## src/rtl/ps2_pkg.sv

```systemverilog
// ps2_pkg
//  Shared definitions for the PS/2 host interface blocks:
//   - ps2_tx_state_t : transmitter state encoding
//   - PS/2 command / response byte constants
//   - odd_parity()   : parity bit that makes data+parity carry an odd number of ones
package ps2_pkg;

  typedef enum logic [2:0] {
    IDLE,
    INHIBIT,
    REQ,
    SHIFT,
    ACK,
    WAIT_IDLE,
    DONE
  } ps2_tx_state_t;

  localparam logic [7:0] CMD_SET_LED = 8'hED;
  localparam logic [7:0] CMD_ENABLE  = 8'hF4;
  localparam logic [7:0] CMD_RESET   = 8'hFF;
  localparam logic [7:0] RSP_ACK     = 8'hFA;
  localparam logic [7:0] RSP_RESEND  = 8'hFE;

  function automatic logic odd_parity(input logic [7:0] b);
    return ~^b;
  endfunction

endpackage

```

## src/rtl/ps2_line_sync.sv

```systemverilog
// ps2_line_sync
//  Multi-stage synchronizer for the raw ps2_clk / ps2_data line levels, plus a
//  one-cycle falling-edge strobe on the synchronized clock. Shared with the
//  receive side.
// Ports
//  clk        in  system clock
//  clr        in  synchronous reset, active-high (pipes preset to idle-high)
//  ps2_clk    in  raw clock line level
//  ps2_data   in  raw data line level
//  clk_sync   out synchronized clock line
//  data_sync  out synchronized data line (same latency as clk_sync)
//  clk_fe     out one-cycle pulse: synced clock was 1, is now 0
module ps2_line_sync #(
  parameter int SYNC_STAGES = 3
) (
  input  logic clk,
  input  logic clr,
  input  logic ps2_clk,
  input  logic ps2_data,
  output logic clk_sync,
  output logic data_sync,
  output logic clk_fe
);

  logic [SYNC_STAGES-1:0] clk_pipe_reg;
  logic [SYNC_STAGES-1:0] data_pipe_reg;
  logic                   clk_prev_reg;

  // Preset to 1 so that an idle bus does not produce a false edge after reset.
  always_ff @(posedge clk) begin
    if (clr) begin
      clk_pipe_reg  <= '1;
      data_pipe_reg <= '1;
      clk_prev_reg  <= 1'b1;
    end else begin
      clk_pipe_reg  <= {clk_pipe_reg[SYNC_STAGES-2:0], ps2_clk};
      data_pipe_reg <= {data_pipe_reg[SYNC_STAGES-2:0], ps2_data};
      clk_prev_reg  <= clk_pipe_reg[SYNC_STAGES-1];
    end
  end

  assign clk_sync  = clk_pipe_reg[SYNC_STAGES-1];
  assign data_sync = data_pipe_reg[SYNC_STAGES-1];
  assign clk_fe    = clk_prev_reg & ~clk_pipe_reg[SYNC_STAGES-1];

endmodule

```

## src/rtl/ps2_host_tx.sv

```systemverilog
// ps2_host_tx
//  Host-to-device PS/2 transmitter: inhibits the bus, issues the start bit,
//  shifts one byte + odd parity + stop on device-generated falling edges,
//  samples the device ack and waits for the bus to return idle.
//  Optional watchdog: define PS2_TX_TIMEOUT_EN to abort a transfer after
//  TIMEOUT_CYCLES clk cycles from accept (tx_timeout reports it).
// Ports
//  clk, clr                   clock, synchronous active-high reset
//  tx_data, tx_valid/tx_ready byte request handshake (accept = valid & ready)
//  tx_busy                    high whenever not IDLE
//  tx_done                    one-cycle end-of-transfer pulse
//  tx_ack_err, tx_timeout     result flags, valid with tx_done, held until next accept
//  ps2_clk, ps2_data          raw line levels
//  ps2_clk_oe, ps2_data_oe    1 = pull the line low
module ps2_host_tx
  import ps2_pkg::*;
#(
  parameter int INHIBIT_CYCLES = 5000,
  parameter int TIMEOUT_CYCLES = 750000,
  parameter int SYNC_STAGES    = 3
) (
  input  logic       clk,
  input  logic       clr,
  input  logic [7:0] tx_data,
  input  logic       tx_valid,
  output logic       tx_ready,
  output logic       tx_busy,
  output logic       tx_done,
  output logic       tx_ack_err,
  output logic       tx_timeout,
  input  logic       ps2_clk,
  input  logic       ps2_data,
  output logic       ps2_clk_oe,
  output logic       ps2_data_oe
);

  localparam int INH_W = $clog2(INHIBIT_CYCLES + 1);
  localparam logic [INH_W-1:0] INH_LAST = INH_W'(INHIBIT_CYCLES);
  localparam logic [INH_W-1:0] INH_PRE  = INH_W'(INHIBIT_CYCLES - 1);

  logic clk_sync;
  logic data_sync;
  logic clk_fe;

  ps2_line_sync #(.SYNC_STAGES(SYNC_STAGES)) u_sync (
    .clk       (clk),
    .clr       (clr),
    .ps2_clk   (ps2_clk),
    .ps2_data  (ps2_data),
    .clk_sync  (clk_sync),
    .data_sync (data_sync),
    .clk_fe    (clk_fe)
  );

  ps2_tx_state_t    state_reg, state_next;
  logic [7:0]       shreg_reg, shreg_next;
  logic             par_reg, par_next;
  logic [3:0]       bitcnt_reg, bitcnt_next;
  logic [INH_W-1:0] inh_cnt_reg, inh_cnt_next;
  logic             data_oe_reg, data_oe_next;
  logic             ack_err_reg, ack_err_next;
  logic             timeout_reg, timeout_next;
  logic             wd_expired;

`ifdef PS2_TX_TIMEOUT_EN
  localparam int WD_W = $clog2(TIMEOUT_CYCLES + 1);
  localparam logic [WD_W-1:0] WD_LAST = WD_W'(TIMEOUT_CYCLES - 1);

  logic [WD_W-1:0] wd_cnt_reg;

  // Counts from the accept edge; the comparison against TIMEOUT_CYCLES-1
  // makes DONE land exactly TIMEOUT_CYCLES edges after accept. DONE itself
  // is excluded so an expiry there cannot re-enter DONE.
  always_ff @(posedge clk) begin
    if (clr) begin
      wd_cnt_reg <= '0;
    end else if (state_reg == IDLE) begin
      wd_cnt_reg <= '0;
    end else if (wd_cnt_reg != WD_LAST) begin
      wd_cnt_reg <= wd_cnt_reg + 1'b1;
    end
  end

  assign wd_expired = (state_reg != IDLE) && (state_reg != DONE) && (wd_cnt_reg == WD_LAST);
`else
  logic timeout_cfg_unused;
  assign timeout_cfg_unused = (TIMEOUT_CYCLES > 0);
  assign wd_expired = 1'b0;
`endif

  function automatic logic [3:0] bit_inc(input logic [3:0] b);
    return (b == 4'd11) ? 4'd11 : b + 4'd1;
  endfunction

  always_ff @(posedge clk) begin
    if (clr) begin
      state_reg   <= IDLE;
      shreg_reg   <= '0;
      par_reg     <= 1'b0;
      bitcnt_reg  <= '0;
      inh_cnt_reg <= '0;
      data_oe_reg <= 1'b0;
      ack_err_reg <= 1'b0;
      timeout_reg <= 1'b0;
    end else begin
      state_reg   <= state_next;
      shreg_reg   <= shreg_next;
      par_reg     <= par_next;
      bitcnt_reg  <= bitcnt_next;
      inh_cnt_reg <= inh_cnt_next;
      data_oe_reg <= data_oe_next;
      ack_err_reg <= ack_err_next;
      timeout_reg <= timeout_next;
    end
  end

  always_comb begin
    state_next   = state_reg;
    shreg_next   = shreg_reg;
    par_next     = par_reg;
    bitcnt_next  = bitcnt_reg;
    inh_cnt_next = inh_cnt_reg;
    data_oe_next = data_oe_reg;
    ack_err_next = ack_err_reg;
    timeout_next = timeout_reg;

    case (state_reg)
      IDLE: begin
        if (tx_valid) begin
          shreg_next   = tx_data;
          par_next     = odd_parity(tx_data);
          inh_cnt_next = '0;
          bitcnt_next  = '0;
          data_oe_next = 1'b0;
          ack_err_next = 1'b0;
          timeout_next = 1'b0;
          state_next   = INHIBIT;
        end
      end
      INHIBIT: begin
        // Clock is held low for INHIBIT_CYCLES with data released, then one
        // more cycle with the start bit already on the data line.
        if (inh_cnt_reg == INH_LAST) begin
          state_next = REQ;
        end else begin
          inh_cnt_next = inh_cnt_reg + 1'b1;
          if (inh_cnt_reg == INH_PRE) begin
            data_oe_next = 1'b1;
          end
        end
      end
      REQ: begin
        if (clk_fe) begin
          bitcnt_next  = 4'd1;
          data_oe_next = ~shreg_reg[0];
          state_next   = SHIFT;
        end
      end
      SHIFT: begin
        if (clk_fe) begin
          bitcnt_next = bit_inc(bitcnt_reg);
          // bitcnt_reg holds the edges seen so far, which is also the index
          // of the next data bit to present.
          case (bitcnt_reg)
            4'd1, 4'd2, 4'd3, 4'd4, 4'd5, 4'd6, 4'd7:
              data_oe_next = ~shreg_reg[bitcnt_reg[2:0]];
            4'd8:
              data_oe_next = ~par_reg;
            4'd9: begin
              data_oe_next = 1'b0;
              state_next   = ACK;
            end
            default: ;
          endcase
        end
      end
      ACK: begin
        if (clk_fe) begin
          bitcnt_next  = bit_inc(bitcnt_reg);
          ack_err_next = data_sync;
          state_next   = WAIT_IDLE;
        end
      end
      WAIT_IDLE: begin
        if (clk_sync && data_sync) begin
          state_next = DONE;
        end
      end
      DONE: begin
        state_next = IDLE;
      end
      default: begin
        state_next   = IDLE;
        data_oe_next = 1'b0;
      end
    endcase

    // Watchdog overrides everything else, including a same-cycle edge.
    if (wd_expired) begin
      state_next   = DONE;
      data_oe_next = 1'b0;
      timeout_next = 1'b1;
      ack_err_next = 1'b0;
    end
  end

  assign tx_ready    = (state_reg == IDLE);
  assign tx_busy     = (state_reg != IDLE);
  assign tx_done     = (state_reg == DONE);
  assign tx_ack_err  = ack_err_reg;
  assign tx_timeout  = timeout_reg;
  assign ps2_clk_oe  = (state_reg == INHIBIT);
  assign ps2_data_oe = data_oe_reg;

endmodule

```

## config.mk

```make
export PLATFORM = sky130hd
export DESIGN_NAME = ps2_host_tx
export DESIGN_NICKNAME = d
export VERILOG_FILES = /design/src/rtl/ps2_pkg.sv /design/src/rtl/ps2_line_sync.sv /design/src/rtl/ps2_host_tx.sv
export SDC_FILE = /design/constraint.sdc
export NUM_CORES = 1
export LEC_CHECK = 0
export BUFFER_PORTS_ARGS = -buffer_cell sky130_fd_sc_hd__clkbuf_2
export CAP_MARGIN = 25
export CORE_MARGIN = 2
export CORE_UTILIZATION = 55
export DETAILED_ROUTE_END_ITERATION = 8
export MAX_ROUTING_LAYER = met4
export PLACE_DENSITY = 0.84
export SYNTH_ARGS = -nofsm -noshare
export SYNTH_HDL_FRONTEND = slang
export SYNTH_SLANG_ARGS = --single-unit
```

## constraint.sdc

```tcl
create_clock -name clk -period 4.95 [get_ports clk]
set_input_delay 0.495 -clock clk [delete_from_list [all_inputs] [get_ports clk]]
set_output_delay 0.495 -clock clk [all_outputs]
set_load 0.02 [all_outputs]
```

==> impl_metrics.tcl, run 1 <==
set metrics [dict create \
    run_status "complete, no violations" \
    die_height_um 63.8 \
    setup.worst_path.start_class "flop" \
    area_delta_synth_final_pct 9.09 \
    setup-tns-final_ns 0 \
    nNetsFinal 267 \
    via_count 1664 \
    drive_above_1_share_pct 15.3 \
    p_sw_uw 325 \
    n_antenna_cell 0 \
    io_buffers 18 \
    synthesis.yosys.warnings 0 \
    timing.fmax_ghz 0.468 \
    comb_power_share_pct 32.1 \
    critical_path.endpoint_type "primary output" \
    wl_met3_um 164 \
    worst_setup_path_startpoint "state_reg[0]" \
    class_of_the_tightest_hold_or_removal_check "in2reg" \
    grt_antenna_before_repair 0 \
    share_seq_of_total_power_pct 43.5 \
    post_cts_resize_count 0 \
    worst_reg2reg_path_length_in_cells 5 \
    timing_hold_violations_final 0 \
    regToRegEndpoint "ps2_data_oe" \
    groute.usage.overall_pct 21.9 \
    hpwlAfterDp_um 2760 \
    postCtsSetupRepairBufs 0 \
    switching_share_pct 37.2 \
    commonest_non_fill_non_tap_cells_in_the_layout "38 x sky130_fd_sc_hd__dfxtp_1, 29 x sky130_fd_sc_hd__nand2_1, 21 x sky130_fd_sc_hd__a21oi_1" \
    routed_length_on_met1_um 1850 \
    yosys_most_used_dff "sky130_fd_sc_hd__dfxtp_1" \
    ctsLongestPathBuffers 2 \
    final-setup-viol-count 0 \
    grt_max_degree 30 \
    power.ir.vdd_worst_mv 0.204 \
    met2_wirelength_um 1800 \
    boundaryPins 20 \
    final_common_cell "sky130_fd_sc_hd__dfxtp_1" \
    synth_sequential_area_ratio_pct 38.6 \
    clock_tree_from_tritoncts "built" \
    placementRows 21 \
    powerDensity_nw_per_um2 407 \
    worst_setup_hold_path_clk_slew_ns 0.12 \
    post_synth_instance_area_sq_um 1970 \
    cts_htree_levels 2 \
    largest_register_ff_count 13 \
    drt_first_pass_iters 4 \
    ctsRootBufferMaster "sky130_fd_sc_hd__clkbuf_4" \
    slew_headroom_pct 64.8 \
    cp_data_required_time_ns 4.45 \
    drv_slew 0 \
    drt_first_iter_violations 114 \
    dr_wl_cell_um 13.3 \
    fin_crit_ns 2.14 \
    die_w_um 63.8 \
    max_slew.worst_pin.slew_ns 0.526 \
    internal_power_uw 549 \
    synth-edff-count 0 \
    wire_length_of_the_first_global_routing_pass_um 6730 \
    worst_clock_skew_ns 0.0107 \
    cts-buffers-inserted 5 \
    share_clk_of_total_power_pct 24.4 \
    die-area_sq_um 4080 \
    postSynthRegisterBits 38 \
    clock-sinks 38 \
    core_area_sq_um 3390 \
    final_cell_count_no_fill 295 \
    route.final.wire_length_um 3910 \
    max_layer_used "met4" \
    globalRoute.totalOverflow 0 \
    cts.hold.buffers_added 0 \
    post_synthesis_average_cell_area_sq_um 8.45 \
    drt_drc_violations_left 0 \
    final_replace_weighted_congestion 0.869 \
    clk_latency_ns 0.35 \
    synth_nets 252 \
    min_period_over_period_pct 43.2 \
    detail_route.vias_per_cell 5.64 \
    syn-instance-count 233 \
    critical_path.max_fanout 13 \
    ys_types 48 \
    power.leakage_nw 0.764 \
    dp.cells 287 \
    detail-route-antenna-nets 0 \
    synthArstFlopShare_pct 0 \
    path_class "reg2out" \
    timing.critical_path.to "ps2_clk_oe" \
    critical_path_arrival_ns 1.64 \
    first_global_vias 1515 \
    rsz0062_at_grt "false" \
    timing.max_cap.violations 0 \
    initial_core_util_pct 58.1 \
    worst_r2r_start "bitcnt_reg[0]" \
    r2r_slack_ns 2.90 \
]
-- kinds of logic after synthesis --
| group | after synthesis | share of synthesized area, % |
|---|---|---|
| AND/OR/NAND/NOR | 97 | 25.0 |
| AO/OA/AOI/OAI | 51 | 17.2 |
| flip-flops | 38 | 38.6 |
| buffers and inverters | 21 | 4.70 |
| XOR/XNOR | 14 | 6.23 |
| adder cells (fa/ha/maj) | 6 | 3.81 |
| multiplexers | 5 | 4.26 |
| other | 1 | 0.190 |
-- area by class of cell --
type	instances	area [sq um]
fillers	310	1240
multi-input cells	174	1120
clock inverters	3	45.0
well taps	46	57.6
flip-flops and latches	38	761
clock buffers	5	37.5
repair buffers	18	90.1
inverters	11	41.3
-- worst min-delay path by stage --
stage | start | end | slack (ns) | cells past startpoint
floorplan | u_sync.clk_pipe_reg[0] | u_sync.clk_pipe_reg[1] | 0.39 | 1
global placement | u_sync.clk_pipe_reg[1] | u_sync.clk_pipe_reg[2] | 0.39 | 1
detailed placement | u_sync.clk_pipe_reg[1] | u_sync.clk_pipe_reg[2] | 0.40 | 1
CTS | ps2_data | u_sync.data_pipe_reg[0] | 0.30 | 2
global route | ps2_clk | u_sync.clk_pipe_reg[0] | 0.31 | 2
finish | ps2_clk | u_sync.clk_pipe_reg[0] | 0.32 | 2
-- worst max-delay path, stage by stage, from the launching register on --
cell                       delay [ns]
sky130_fd_sc_hd__dfxtp_1         0.61
sky130_fd_sc_hd__nor3b_2         0.44
sky130_fd_sc_hd__clkbuf_2        0.25
-- metal layers --
layer  vias to the layer above  track usage (%)
met2                        33             33.5
met5                         -                -
met3                        12             5.63
li1                        847                -
met4                         0             10.6
met1                       772             26.9
-- synth_stat cells, types with 2 or more instances --
cell type | number | area share, %
sky130_fd_sc_hd__inv_1 | 11 | 2.1
sky130_fd_sc_hd__mux2i_1 | 2 | 1.0
sky130_fd_sc_hd__nand3_1 | 5 | 1.3
sky130_fd_sc_hd__xor2_1 | 3 | 1.3
sky130_fd_sc_hd__nand4_1 | 6 | 1.9
sky130_fd_sc_hd__clkbuf_1 | 5 | 0.95
sky130_fd_sc_hd__o22a_1 | 2 | 0.89
sky130_fd_sc_hd__or2_2 | 7 | 2.2
sky130_fd_sc_hd__dfxtp_1 | 38 | 39
sky130_fd_sc_hd__o21ai_0 | 9 | 2.3
sky130_fd_sc_hd__and2_1 | 2 | 0.64
sky130_fd_sc_hd__nor2_1 | 18 | 3.4
sky130_fd_sc_hd__nand2_1 | 29 | 5.5
sky130_fd_sc_hd__a221oi_1 | 2 | 0.89
sky130_fd_sc_hd__buf_4 | 3 | 1.1
sky130_fd_sc_hd__a22oi_1 | 2 | 0.76
sky130_fd_sc_hd__nor2b_1 | 5 | 1.6
sky130_fd_sc_hd__buf_2 | 2 | 0.51
sky130_fd_sc_hd__or4_1 | 3 | 1.1
sky130_fd_sc_hd__ha_1 | 6 | 3.8
sky130_fd_sc_hd__xnor2_1 | 11 | 4.9
sky130_fd_sc_hd__mux4_1 | 2 | 2.7
sky130_fd_sc_hd__nand2b_1 | 6 | 1.9
sky130_fd_sc_hd__a21oi_1 | 21 | 5.3
sky130_fd_sc_hd__or3_1 | 5 | 1.6
sky130_fd_sc_hd__nor3_1 | 6 | 1.5
-- through the flow --
stage               power (mW)  hold WS (ns)  area [sq um]  utilization [%]  setup WS, ns
CTS                      0.877         0.304          2150             63.4          2.82
global route             0.931         0.309          2150             63.4          2.70
global placement         0.654         0.391          2070             60.9          3.03
finish                   0.874         0.317          2150             63.4          2.81
detailed placement       0.660         0.397          2070             60.9          2.94
floorplan                0.592         0.389          1970                -          2.99
-- power by group through the flow --
stage / Sequential, mW / Clock, mW / Combinational (mW)
finish: 0.380 / 0.213 / 0.281
global route: 0.387 / 0.233 / 0.311
CTS: 0.379 / 0.218 / 0.281
detailed placement: 0.384 / 0 / 0.276
global placement: 0.383 / 0 / 0.271
floorplan: 0.366 / 0 / 0.226
(Power assumes the default switching activity.)
==> run 2, diff against run 1 <==
--- a/config.mk
+++ b/config.mk
@@ -5,10 +5,11 @@
 export SDC_FILE = /design/constraint.sdc
 export NUM_CORES = 1
 export LEC_CHECK = 0
+export ABC_AREA = 1
 export BUFFER_PORTS_ARGS = -buffer_cell sky130_fd_sc_hd__clkbuf_2
 export CAP_MARGIN = 25
 export CORE_MARGIN = 2
-export CORE_UTILIZATION = 55
+export CORE_UTILIZATION = 53
 export DETAILED_ROUTE_END_ITERATION = 8
 export MAX_ROUTING_LAYER = met4
 export PLACE_DENSITY = 0.84
==> constraint.sdc (replaced) <==
create_clock -name clk -period 1.9 [get_ports clk]
set_input_delay 0.19 -clock clk [delete_from_list [all_inputs] [get_ports clk]]
set_output_delay 0.19 -clock clk [all_outputs]
set_load 0.02 [all_outputs]
==> run 2 against run 1 <==
Effect of this change:
- synthesized area is 13% higher
- sequential power grew to 2.8 times the previous value
- final cell count rose by 35%
- combinational power increased to 4.8 times the previous value
- largest cell class unchanged
==> impl_metrics.tcl, run 2 <==
set metrics [dict create \
    run_status "complete, no violations" \
    comb_power_share_pct 43.4 \
    nNetsFinal 367 \
    final_replace_weighted_congestion 0.921 \
    io_buffers 18 \
    cts-buffers-inserted 5 \
    postCtsSetupRepairBufs 0 \
    synth.top_cells.by_count "67 x sky130_fd_sc_hd__nand2_1, 46 x sky130_fd_sc_hd__nor2_1, 38 x sky130_fd_sc_hd__dfxtp_1" \
    synthArstFlopShare_pct 0 \
    yosys_most_used_dff "sky130_fd_sc_hd__dfxtp_1" \
    wire_length_of_the_first_global_routing_pass_um 8010 \
    critical_path_arrival_ns 1.91 \
    first_global_vias 1890 \
    cts_htree_levels 2 \
    detail_route.vias_per_cell 5.32 \
    post-synth-top-count-cell "sky130_fd_sc_hd__nand2_1" \
    commonest_non_fill_non_tap_cells_in_the_layout "67 x sky130_fd_sc_hd__nand2_1, 46 x sky130_fd_sc_hd__nor2_1, 38 x sky130_fd_sc_hd__dfxtp_1" \
    drt_first_iter_violations 151 \
    ctsLongestPathBuffers 2 \
    post_cts_resize_count 0 \
    largest_register_ff_count 13 \
    drv_slew 0 \
    drt_drc_violations_left 0 \
    critical_path.endpoint_type "flop" \
    fin_crit_ns 1.68 \
    post_synth_instance_area_sq_um 2230 \
    switching_share_pct 43.1 \
    boundaryPins 20 \
    detail-route-antenna-nets 0 \
    die_w_um 68.8 \
    dpl_worst_slack_ns 0.283 \
    clock_tree_from_tritoncts "built" \
    hpwlAfterDp_um 3390 \
    path_class "reg2reg" \
    grt_max_degree 25 \
    clk_latency_ns 0.29 \
    synthDominantCellAreaShare_pct 34.2 \
    timing_hold_violations_final 0 \
    critical_path.max_fanout 7 \
    synthesis.yosys.warnings 0 \
    synth_sequential_area_ratio_pct 34.2 \
    via_count 2123 \
    worst_hold_slack_ns 0.0773 \
    placementRows 23 \
    postSynthRegisterBits 38 \
    route.final.wire_length_um 4920 \
    netlist.top_cell.by_area "sky130_fd_sc_hd__dfxtp_1" \
    powerDensity_nw_per_um2 1260 \
    die-area_sq_um 4730 \
    syn-instance-count 327 \
    final-setup-viol-count 0 \
    min_period_over_period_pct 88.5 \
    synth_nets 346 \
    synth-edff-count 0 \
    die_height_um 68.8 \
    initial_core_util_pct 55.2 \
    final_setup_margin_ns 0.219 \
    post_synthesis_average_cell_area_sq_um 6.81 \
    ctsRootBufferMaster "sky130_fd_sc_hd__clkbuf_8" \
    drt_first_pass_iters 4 \
    area_delta_synth_final_pct 11.0 \
    final_common_cell "sky130_fd_sc_hd__nand2_1" \
    share_clk_of_total_power_pct 21.9 \
    cp_data_required_time_ns 2.13 \
    dp.cells 391 \
    drive_above_1_share_pct 16.9 \
    internal_power_mw 1.77 \
    n_antenna_cell 0 \
    timing.fmax_ghz 0.595 \
    core_area_sq_um 4030 \
    grt_antenna_before_repair 0 \
    power.ir.vdd_worst_mv 0.779 \
    setup.worst_path.start_class "flop" \
    final_cell_count_no_fill 399 \
    ys_types 31 \
    cts.hold.buffers_added 0 \
    ys_top_cells_by_area "sky130_fd_sc_hd__dfxtp_1 34%, sky130_fd_sc_hd__nand2_1 11%, sky130_fd_sc_hd__nor2_1 7.8%" \
    setup-tns-final_ns 0 \
    r2r_slack_ns 0.22 \
    share_seq_of_total_power_pct 34.7 \
    groute.usage.overall_pct 23.2 \
    timing.max_cap.violations 0 \
    worst_clock_skew_ns 0.00614 \
    class_of_the_tightest_hold_or_removal_check "in2reg" \
    dr_wl_cell_um 12.3 \
    worst_setup_hold_path_clk_slew_ns 0.08 \
    clock-sinks 38 \
    rsz0062_at_grt "false" \
    p_sw_mw 1.34 \
    power.leakage_nw 0.995 \
    globalRoute.totalOverflow 0 \
]
-- run 2: changes by cell type after synthesis, moves of 6 or more --
cell                       change
sky130_fd_sc_hd__nor2_1       +28
sky130_fd_sc_hd__nand2b_1      -6
sky130_fd_sc_hd__nand2_1      +38
sky130_fd_sc_hd__inv_1        +18
sky130_fd_sc_hd__nand3b_1      +6
sky130_fd_sc_hd__xnor2_1       -6
sky130_fd_sc_hd__o21ai_0       +8
sky130_fd_sc_hd__nand3_1      +29
-- run 2: final timing paths --
kind / endpoint / from / cells past startpoint
max: inh_cnt_reg[8] / inh_cnt_reg[0] / 7
min reg2reg: u_sync.clk_pipe_reg[2] / u_sync.clk_pipe_reg[1] / 1
max reg2reg: inh_cnt_reg[8] / inh_cnt_reg[0] / 7
min: u_sync.clk_pipe_reg[0] / ps2_clk / 2
-- run 2: worst max-delay path: stages (launching register included) --
cell and delay (ns):
sky130_fd_sc_hd__dfxtp_1 0.44, sky130_fd_sc_hd__ha_1 0.32, sky130_fd_sc_hd__inv_1 0.08, sky130_fd_sc_hd__nor2_1 0.27, sky130_fd_sc_hd__nand2_1 0.11, sky130_fd_sc_hd__xor2_1 0.14
sky130_fd_sc_hd__nand3b_1 0.15, sky130_fd_sc_hd__a21oi_1 0.11
-- run 2: final cells by class --
| cell class | instances | area (sq um) |
|---|---|---|
| timing repair buffer | 22 | 120 |
| multi-input combinational | 247 | 1280 |
| clock buffer | 5 | 68.8 |
| sequential | 38 | 761 |
| tap | 50 | 62.6 |
| inverter | 34 | 134 |
| fill | 373 | 1560 |
| clock inverter | 3 | 40.0 |
-- run 2: power by group through the flow --
stage / logic, mW / clock network (mW) / registers [mW]
floorplan: 1.06 / 0 / 1.06
detailed placement: 1.33 / 0 / 1.09
global route: 1.52 / 0.720 / 1.10
CTS: 1.34 / 0.693 / 1.07
global placement: 1.31 / 0 / 1.09
finish: 1.35 / 0.681 / 1.08
-- run 2: routing by layer --
layer	global-route usage (%)	routed length, um	vias to the layer above
met5	-	0	-
li1	-	-	1093
met4	9.56	79	0
met1	28.9	2310	956
met3	4.22	278	8
met2	37.3	2260	66
-- run 2: cells by family (layout without fill, tap and decap cells) --
group | count (synthesis) | after routing | synth area share (%)
compound gates | 45 | 45 | 10.4
xor+xnor | 10 | 10 | 3.93
fa+ha+maj | 6 | 6 | 3.37
buf+inv | 42 | 64 | 8.15
flops | 38 | 38 | 34.2
other cells | 1 | 1 | 0.168
simple gates | 185 | 185 | 39.8
-- run 2: per-stage QoR --
stage / total power, mW / area [sq um] / util (%)
finish: 3.10 / 2470 / 61.3
global route: 3.34 / 2470 / 61.3
global placement: 2.40 / 2360 / 58.6
detailed placement: 2.42 / 2360 / 58.6
CTS: 3.11 / 2470 / 61.3
floorplan: 2.12 / 2230 / -
